File: src/rtl/quant_lane_fifo.sv
// N-lane buffered channel: Low lanes drain through a round-robin merged port with grant lock,
// High lanes drain only through their own per-lane ports.
module quant_lane_fifo #(
    parameter int LANES     = 4,
    parameter int WIDTH     = 8,
    parameter int DEPTH     = 4,
    parameter int PUB_LANES = 1,
    localparam int CW = $clog2(DEPTH + 1),
    localparam int LW = (PUB_LANES > 1) ? $clog2(PUB_LANES) : 1
) (
    input  logic                   clk,
    input  logic                   reset,
    input  logic [LANES-1:0]       in_valid,
    input  logic [LANES*WIDTH-1:0] in_data,
    output logic [LANES-1:0]       in_ready,
    input  logic [LANES-1:0]       flush,
    output logic [LANES-1:0]       out_valid,
    output logic [LANES*WIDTH-1:0] out_data,
    input  logic [LANES-1:0]       out_ready,
    output logic                   pub_valid,
    output logic [WIDTH-1:0]       pub_data,
    output logic [LW-1:0]          pub_lane,
    input  logic                   pub_ready,
    output logic [LANES*CW-1:0]    lane_count
);

    localparam int PW = $clog2(DEPTH);
    localparam int unsigned NPUB = PUB_LANES;

    typedef enum logic {IDLE, LOCKED} arb_state_t;

    logic [WIDTH-1:0] mem    [LANES][DEPTH];
    logic [PW-1:0]    wr_ptr [LANES];
    logic [PW-1:0]    rd_ptr [LANES];
    logic [CW-1:0]    count  [LANES];

    arb_state_t       state;
    logic [LW-1:0]    rr_ptr;
    logic [LW-1:0]    held;
    logic [LW-1:0]    grant_scan;
    logic [LW-1:0]    grant;
    logic [LW-1:0]    next_rr;
    logic             scan_hit;
    logic             sel_nonempty;
    logic             sel_flush;
    logic [WIDTH-1:0] sel_data;
    logic             accept;

    logic [LANES-1:0] nonempty;
    logic [LANES-1:0] push;
    logic [LANES-1:0] pop;

    // Low-lane out_ready bits have no function; Low lanes pop only via the merged port.
    logic unused_low_ready;
    assign unused_low_ready = ^out_ready[NPUB-1:0];

    always_comb begin
        nonempty = '0;
        in_ready = '0;
        for (int unsigned i = 0; i < LANES; i++) begin
            nonempty[i] = (count[i] != '0);
            in_ready[i] = (count[i] < CW'(DEPTH));
        end
    end

    // Circular scan from rr_ptr: first lanes at/after rr_ptr, then lanes before it.
    always_comb begin
        grant_scan = '0;
        scan_hit   = 1'b0;
        for (int unsigned j = 0; j < NPUB; j++) begin
            if (!scan_hit && nonempty[j] && (j >= 32'(rr_ptr))) begin
                scan_hit   = 1'b1;
                grant_scan = LW'(j);
            end
        end
        for (int unsigned j = 0; j < NPUB; j++) begin
            if (!scan_hit && nonempty[j] && (j < 32'(rr_ptr))) begin
                scan_hit   = 1'b1;
                grant_scan = LW'(j);
            end
        end
    end

    always_comb begin
        grant        = (state == LOCKED) ? held : grant_scan;
        sel_nonempty = 1'b0;
        sel_flush    = 1'b0;
        sel_data     = '0;
        for (int unsigned j = 0; j < NPUB; j++) begin
            if (32'(grant) == j) begin
                sel_nonempty = nonempty[j];
                sel_flush    = flush[j];
                sel_data     = mem[j][rd_ptr[j]];
            end
        end
        pub_valid = sel_nonempty;
        pub_data  = sel_nonempty ? sel_data : '0;
        pub_lane  = sel_nonempty ? grant : '0;
        // A flush of the granted lane cancels the accept: no pop, no rr advance.
        accept    = sel_nonempty && pub_ready && !sel_flush;
        next_rr   = (32'(grant) == NPUB - 1) ? '0 : grant + 1'b1;
    end

    always_comb begin
        push = '0;
        pop  = '0;
        for (int unsigned i = 0; i < LANES; i++) begin
            push[i] = in_valid[i] & in_ready[i];
            if (i < NPUB) begin
                pop[i] = accept && (32'(grant) == i);
            end else begin
                pop[i] = nonempty[i] & out_ready[i];
            end
        end
    end

    always_comb begin
        out_valid  = '0;
        out_data   = '0;
        lane_count = '0;
        for (int unsigned i = 0; i < LANES; i++) begin
            lane_count[i*CW +: CW] = count[i];
            if (i >= NPUB) begin
                out_valid[i] = nonempty[i];
                out_data[i*WIDTH +: WIDTH] = nonempty[i] ? mem[i][rd_ptr[i]] : '0;
            end
        end
    end

    always_ff @(posedge clk) begin
        for (int unsigned i = 0; i < LANES; i++) begin
            if (push[i] && !flush[i]) begin
                mem[i][wr_ptr[i]] <= in_data[i*WIDTH +: WIDTH];
            end
        end
    end

    always_ff @(posedge clk) begin
        if (reset) begin
            for (int unsigned i = 0; i < LANES; i++) begin
                wr_ptr[i] <= '0;
                rd_ptr[i] <= '0;
                count[i]  <= '0;
            end
        end else begin
            for (int unsigned i = 0; i < LANES; i++) begin
                if (flush[i]) begin
                    wr_ptr[i] <= '0;
                    rd_ptr[i] <= '0;
                    count[i]  <= '0;
                end else begin
                    if (push[i]) begin
                        wr_ptr[i] <= wr_ptr[i] + 1'b1;
                    end
                    if (pop[i]) begin
                        rd_ptr[i] <= rd_ptr[i] + 1'b1;
                    end
                    if (push[i] && !pop[i]) begin
                        count[i] <= count[i] + 1'b1;
                    end else if (pop[i] && !push[i]) begin
                        count[i] <= count[i] - 1'b1;
                    end
                end
            end
        end
    end

    always_ff @(posedge clk) begin
        if (reset) begin
            state  <= IDLE;
            rr_ptr <= '0;
            held   <= '0;
        end else if (!sel_nonempty || sel_flush) begin
            state <= IDLE;
        end else if (pub_ready) begin
            state  <= IDLE;
            rr_ptr <= next_rr;
        end else begin
            state <= LOCKED;
            held  <= grant;
        end
    end

endmodule

File: config.mk
export PLATFORM = sky130hd
export DESIGN_NAME = quant_lane_fifo
export DESIGN_NICKNAME = d
export VERILOG_FILES = /design/src/rtl/quant_lane_fifo.sv
export SDC_FILE = /design/constraint.sdc
export NUM_CORES = 1
export LEC_CHECK = 0
export ABC_CLOCK_PERIOD_IN_PS = 5600
export CORE_MARGIN = 2
export CORE_UTILIZATION = 34
export DETAILED_ROUTE_END_ITERATION = 16
export PLACE_DENSITY = 0.59
export REMOVE_ABC_BUFFERS = 1
export SLEW_MARGIN = 30
export SYNTH_ARGS = -nofsm -noshare
export SYNTH_HDL_FRONTEND = slang
export SYNTH_SLANG_ARGS = --single-unit
export TNS_END_PERCENT = 5
File: constraint.sdc
create_clock -name clk -period 5.6 [get_ports clk]
set_clock_uncertainty 0.15 [all_clocks]
set_input_delay 1.4 -clock clk [delete_from_list [all_inputs] [get_ports clk]]
set_output_delay 1.4 -clock clk [all_outputs]
set_load 0.1 [all_outputs]
-- After elaboration in Yosys (flattened, before gate mapping)
Memory sizes are Yosys's and may differ from the RTL's.
Cells that the tools add are included.
- bits in writable memories: 156
- memories: 4
- flip-flop bits (word level): 2
- output and inout port bits: 62
- logic and storage cells: 272
- memories (memory ; depth ; bits a word ; read ports ; clocked after Yosys merged registers in ; wr ports ; line ; text):
    mem ; 4 ; 32 ; 4 ; 0 ; 4 ; 32 ; logic [WIDTH-1:0] mem [LANES][DEPTH];
    count ; 4 ; 3 ; 4 ; 0 ; 4 ; 35 ; logic [CW-1:0] count [LANES];
    rd_ptr ; 4 ; 2 ; 4 ; 0 ; 4 ; 34 ; logic [PW-1:0] rd_ptr [LANES];
    wr_ptr ; 4 ; 2 ; 4 ; 0 ; 4 ; 33 ; logic [PW-1:0] wr_ptr [LANES];
- magnitude comparators: 16
- bitwise operators: 46
- $add $sub $neg: 16
- multiplexer cells: 148
- reductions and logical operators: 40
- operators by type and width (cell ; count):
    2-to-1 mux 8 bit ; 17
    2-to-1 mux 32 bit ; 4
    2-to-1 mux 1 bit ; 91
    binary-select mux 8 bit (select 2 bit) ; 4
    demux 8 bit (select 2 bit) ; 4
    2-to-1 mux 3 bit ; 12
    2-to-1 mux 2 bit ; 16
    bitwise OR 1 bit ; 28
    greater-or-equal comparator 3 bit (second input constant) ; 8
    inverter 2 -> 3 bit ; 8
    logical AND 1 bit ; 19
    adder 2 x 1 -> 2 bit (second input constant) ; 8
    logical NOT 1 bit ; 14
    adder 3 x 1 -> 3 bit (second input constant) ; 4
    < comparator 3 x 1 -> 1 bit (second input constant) ; 4
    < comparator 3 bit (second input constant) ; 4
    nonzero test 3 bit ; 4
    subtractor 3 x 1 -> 3 bit (second input constant) ; 4
    bitwise AND 1 bit ; 7
    inverter 1 bit ; 3
    AND reduction 2 bit ; 1
    OR reduction 2 bit ; 1
    logical OR 1 bit ; 1

-- Logic depth before layout (Yosys ltp)
An unclocked memory read counts as a cell.
- depth in word-level cells: 14
- depth in mapped cells: 7
- depth with buffers taken out: 6

-- Least setup slack after synthesis
No wires, ideal clock.
- path kind: flip-flop to output port
- from: memory count[2][2] (netlist name)
- to: output out_data[16]
- path buffers: 1
- cell stages (with the launch flop): 5
- arrival time: 3.781 ns
- data required time: 4.050 ns
- slack: 0.269 ns
- cell sequence: edfxtp_1 inv_1 nand2_1 clkbuf_1 and2_1
- RTL lines (element ; line ; text):
    start: declaration ; 35 ;
    end: declaration ; 18 ; output logic [LANES*WIDTH-1:0] out_data,

==> run summary <==
The number of nets in the finished design came out at approximately 600. The dominant cell by count in the synthesized netlist is sky130_fd_sc_hd__edfxtp_1. Following the worst setup path forward leads to its endpoint at pub_data[2]. The number of placement rows came out at 52. The pre-CTS worst setup slack came out at around 1.4 ns.

The required time of the critical path is between 4 and 5 ns. The remaining design rule violation count came out at 0. The number of buffer and inverter stages on the critical path came out at 2. In this run the worst path has a maximum fanout of 11. The library cell contributing the largest single delay on the critical path is sky130_fd_sc_hd__clkdlybuf4s50_1. The count of flip-flops with a built-in enable after synthesis is approximately 160. The number of clock buffers added by TritonCTS is 17. The detailed-route via count came out at about 3800. The post-route cell area came out at slightly below 9000 um2. The register area share after synthesis is between 60% and 70%.

Based on the critical path, the design can be clocked at up to 217.4 MHz. The fraction of final layout cells sized beyond drive strength 1 is 11.90%. The overall routing resource usage is 13.07%.

Among the stages of the critical path, the cell type that occurs most often is sky130_fd_sc_hd__nor2b_1. The post-detailed-route count of antenna-violating nets is 0. Setup repair after global routing left no endpoint under its margin. At the pin with the least slew margin, the transition time is between 1 and 1.5 ns. The critical path goes through inv_1, ha_1, nor2b_1, a21o_1, nor2b_1, clkdlybuf4s50_1. The average vias per placed instance is between 4 and 5. STA classifies the critical path startpoint as a flop. The hold-critical path depth is 1. The count of filler cells inserted in the layout came out at between 1500 and 2000. The number of distinct library cells after synthesis came out at 37. The final RePlAce weighted congestion came out at 0.8144. Headroom to the max-slew limit came out at approximately 32%. The largest total area in the synthesized netlist belongs to sky130_fd_sc_hd__edfxtp_1.

The static leakage power came out at between 2 and 3 nW. After synthesis the cells add up to approximately 7000 um2. TritonCTS built the clock tree. The number of clock sinks is around 160. The total I/O pin count came out at 109.

Dividing the detail-routed wire length by the instance count gives between 15 and 20 um. The worst path uses roughly 82% of the clock period. For this run, the leading register cell type out of synthesis is sky130_fd_sc_hd__edfxtp_1. The number of max-cap violations came out at 0.

Before antenna repair, the detailed router went through 4 iterations. The floorplan step defined a core boundary enclosing approximately 20000 um2. During synthesis, Yosys emitted a total of 0 warnings. The standard cell area after detailed placement is approximately 8100 um2.

The commonest cells after synthesis are sky130_fd_sc_hd__edfxtp_1 (156), sky130_fd_sc_hd__and2_1 (35), sky130_fd_sc_hd__mux4_2 (32), sky130_fd_sc_hd__ha_1 (28), sky130_fd_sc_hd__inv_1 (24). The fraction of synthesized cell area taken by the top area cell type came out at roughly 67%. The maximum root-to-sink buffer count came out at 2. Across the VDD grid, the largest voltage drop is approximately 210 uV. The clock-pin transition on the worst setup and hold timing paths came out at approximately 0.060 ns.

The power density over the cells is 377.0 nW/um2. The via count of the first global-routing pass is just over 4000. The register-to-register setup slack came out at approximately 3.5 ns.

Post-CTS timing repair inserted 0 buffers for setup. The total number of cells along the worst setup path came out at 6. The total global routing overflow is 0.

The die span in y is ~150 um. After layout, the design draws a total of about 3.3 mW. The final count of negative-setup-slack endpoints is 0.

The clock insertion delay at the later pin of the skew report came out at roughly 0.42 ns. Broken down by cell family, the worst path's largest delay share belongs to buffers and inverters. The growth of design area from synthesis to finish is 25.31%. The wire length of the first global-routing pass came out at 21.58 mm. The port buffer count came out at 97. In this run the worst hold path is classified as reg -> reg. The clock period minus final worst setup slack came out at roughly 4.6 ns. After legalization and detailed placement, the total HPWL measured between 9 and 10 mm. The pin count of the biggest net entering global routing is 18. The number of instances in the synthesized netlist is 423.

The number of cells traversed by the worst register-to-register path is 4. The H-tree depth is 4. The synthesized area divided by synthesized cell count came out at ~16 um2. The critical path arrival came out at just over 3 ns. The max-slew violation count is 0.

The number of antenna violations at the first check in global routing is 0. The antenna diode instance count is 0. Tracing the worst setup path back leads to its startpoint at count[0][0]$_SDFFCE_PN0P_.

The setup path with the least slack is of type reg -> out. The first routing iteration left between 200 and 250 violations. The worst register-to-register path ends at rd_ptr[3][1]$_SDFFCE_PN0P_. The total of hold buffers inserted after clock tree synthesis is 0.

The floorplan die area is between 20000 and 25000 um2. The share of flip-flops with an asynchronous set or reset came out at 0%. Setup slack closes at 1.001 ns. Counting flops and latches in the post-synthesis netlist gives between 150 and 200.

The sum of routed wire length over all layers is ~13 mm. The die outline width came out at between 100 and 150 um. The final hold slack came out at 0.3654 ns. In the final timing run, aggregate negative setup slack is 0 ns. The final hold violation count is 0. The number of resized instances in the post-cts repair step came out at 0. The highest cell delay on the worst timing path came out at ~1.2 ns. The cell chosen for the clock root is sky130_fd_sc_hd__clkbuf_16. The flow ran to the end, and the final reports show no timing, DRC or antenna violations. By area the synthesized netlist is led by sky130_fd_sc_hd__edfxtp_1 (67%), sky130_fd_sc_hd__mux4_2 (10%), sky130_fd_sc_hd__ha_1 (5.0%).

The start of the worst register-to-register path is count[3][0]$_DFFE_PP_. Once the floorplan was initialized, standard cells occupied between 30% and 40% of the core. The type of element capturing the critical path is an output port.
==> cell type report <==
| cell class | instances | area (um2) | area share, % |
|---|---|---|---|
| clock inverters | 13 | 147.6 | 1.694 |
| multi-input cells | 226 | 2011 | 23.07 |
| inverters | 25 | 93.84 | 1.077 |
| flip-flops and latches | 158 | 4725 | 54.20 |
| clock buffers | 18 | 429.2 | 4.923 |
| well taps | 270 | 337.8 | 3.875 |
| repair buffers | 98 | 973.4 | 11.17 |
==> metrics by stage <==
stage	utilization, %	instances
after floorplan	-	409
after CTS	43.22	808
after global placement	40.38	777
after detailed placement	40.36	777
after global routing	43.22	808
final	43.22	808
==> power by group <==
group | leakage (nW) | internal [mW] | switching (mW) | total, mW
registers | 1.50 | 1.35 | 0.0419 | 1.39
logic | 1.18 | 0.203 | 0.556 | 0.758
clock network | 0.276 | 0.692 | 0.449 | 1.14
total | 2.96 | 2.24 | 1.05 | 3.29
==> layer usage <==
| layer | up-vias | global-route usage (%) | share of wire [%] |
|---|---|---|---|
| li1 | 1771 | - | - |
| met1 | 1938 | 16.84 | 45 |
| met2 | 106 | 21.33 | 49 |
| met3 | 14 | 3.447 | 4.7 |
| met4 | 0 | 4.904 | 1.5 |
| met5 | - | 0 | 0 |
==> worst min path at each step <==
| stage | to | slack, ns | start |
|---|---|---|---|
| 3_3_place_gp | held$_SDFFE_PP0P_ | 0.34 | held$_SDFFE_PP0P_ |
| 6_report | held$_SDFFE_PP0P_ | 0.37 | held$_SDFFE_PP0P_ |
| 3_5_place_dp | held$_SDFFE_PP0P_ | 0.36 | held$_SDFFE_PP0P_ |
| 2_1_floorplan | held$_SDFFE_PP0P_ | 0.33 | held$_SDFFE_PP0P_ |
| 5_1_grt | held$_SDFFE_PP0P_ | 0.40 | held$_SDFFE_PP0P_ |
| 4_1_cts | held$_SDFFE_PP0P_ | 0.37 | held$_SDFFE_PP0P_ |
==> cells in the final DEF, fill, tap and decap left out, types with 2 or more instances in the layout <==
master,n
sky130_fd_sc_hd__and3_1,3
sky130_fd_sc_hd__o21a_1,2
sky130_fd_sc_hd__a21boi_0,3
sky130_fd_sc_hd__clkinv_2,2
sky130_fd_sc_hd__clkinvlp_4,2
sky130_fd_sc_hd__nor4_1,8
sky130_fd_sc_hd__clkdlybuf4s50_1,96
sky130_fd_sc_hd__clkbuf_16,17
sky130_fd_sc_hd__nor3_1,2
sky130_fd_sc_hd__mux4_2,32
sky130_fd_sc_hd__and2_1,35
sky130_fd_sc_hd__nand2_1,17
sky130_fd_sc_hd__o21ai_0,11
sky130_fd_sc_hd__o211ai_1,2
sky130_fd_sc_hd__nor2b_1,20
sky130_fd_sc_hd__nand3_1,9
sky130_fd_sc_hd__a21oi_1,4
sky130_fd_sc_hd__conb_1,10
sky130_fd_sc_hd__inv_1,24
sky130_fd_sc_hd__xnor2_1,6
sky130_fd_sc_hd__nor2_1,21
sky130_fd_sc_hd__nor4b_1,2
sky130_fd_sc_hd__bufinv_16,3
sky130_fd_sc_hd__edfxtp_1,156
sky130_fd_sc_hd__clkinv_1,4
sky130_fd_sc_hd__nand2b_1,2
sky130_fd_sc_hd__ha_1,28
sky130_fd_sc_hd__dfxtp_1,2
==> cell families (layout without fill, tap and decap cells) <==
kind of cell,after synthesis,after routing,synth area share (%)
AO/OA/AOI/OAI,27,27,2.374
XOR/XNOR,6,6,0.7554
adder cells (fa/ha/maj),28,28,5.036
buffers and inverters,48,154,3.669
flip-flops,158,158,67.91
multiplexers,33,33,10.50
other,1,10,0.05391
AND/OR/NAND/NOR,122,122,9.694
==> registers in the layout (all words and copies together), names as in the netlist <==
| register | flops |
|---|---|
| count | 12 |
| held | 1 |
| mem | 128 |
| rd_ptr | 8 |
| state | 1 |
| wr_ptr | 8 |
Power figures use the tool's default switching activity.
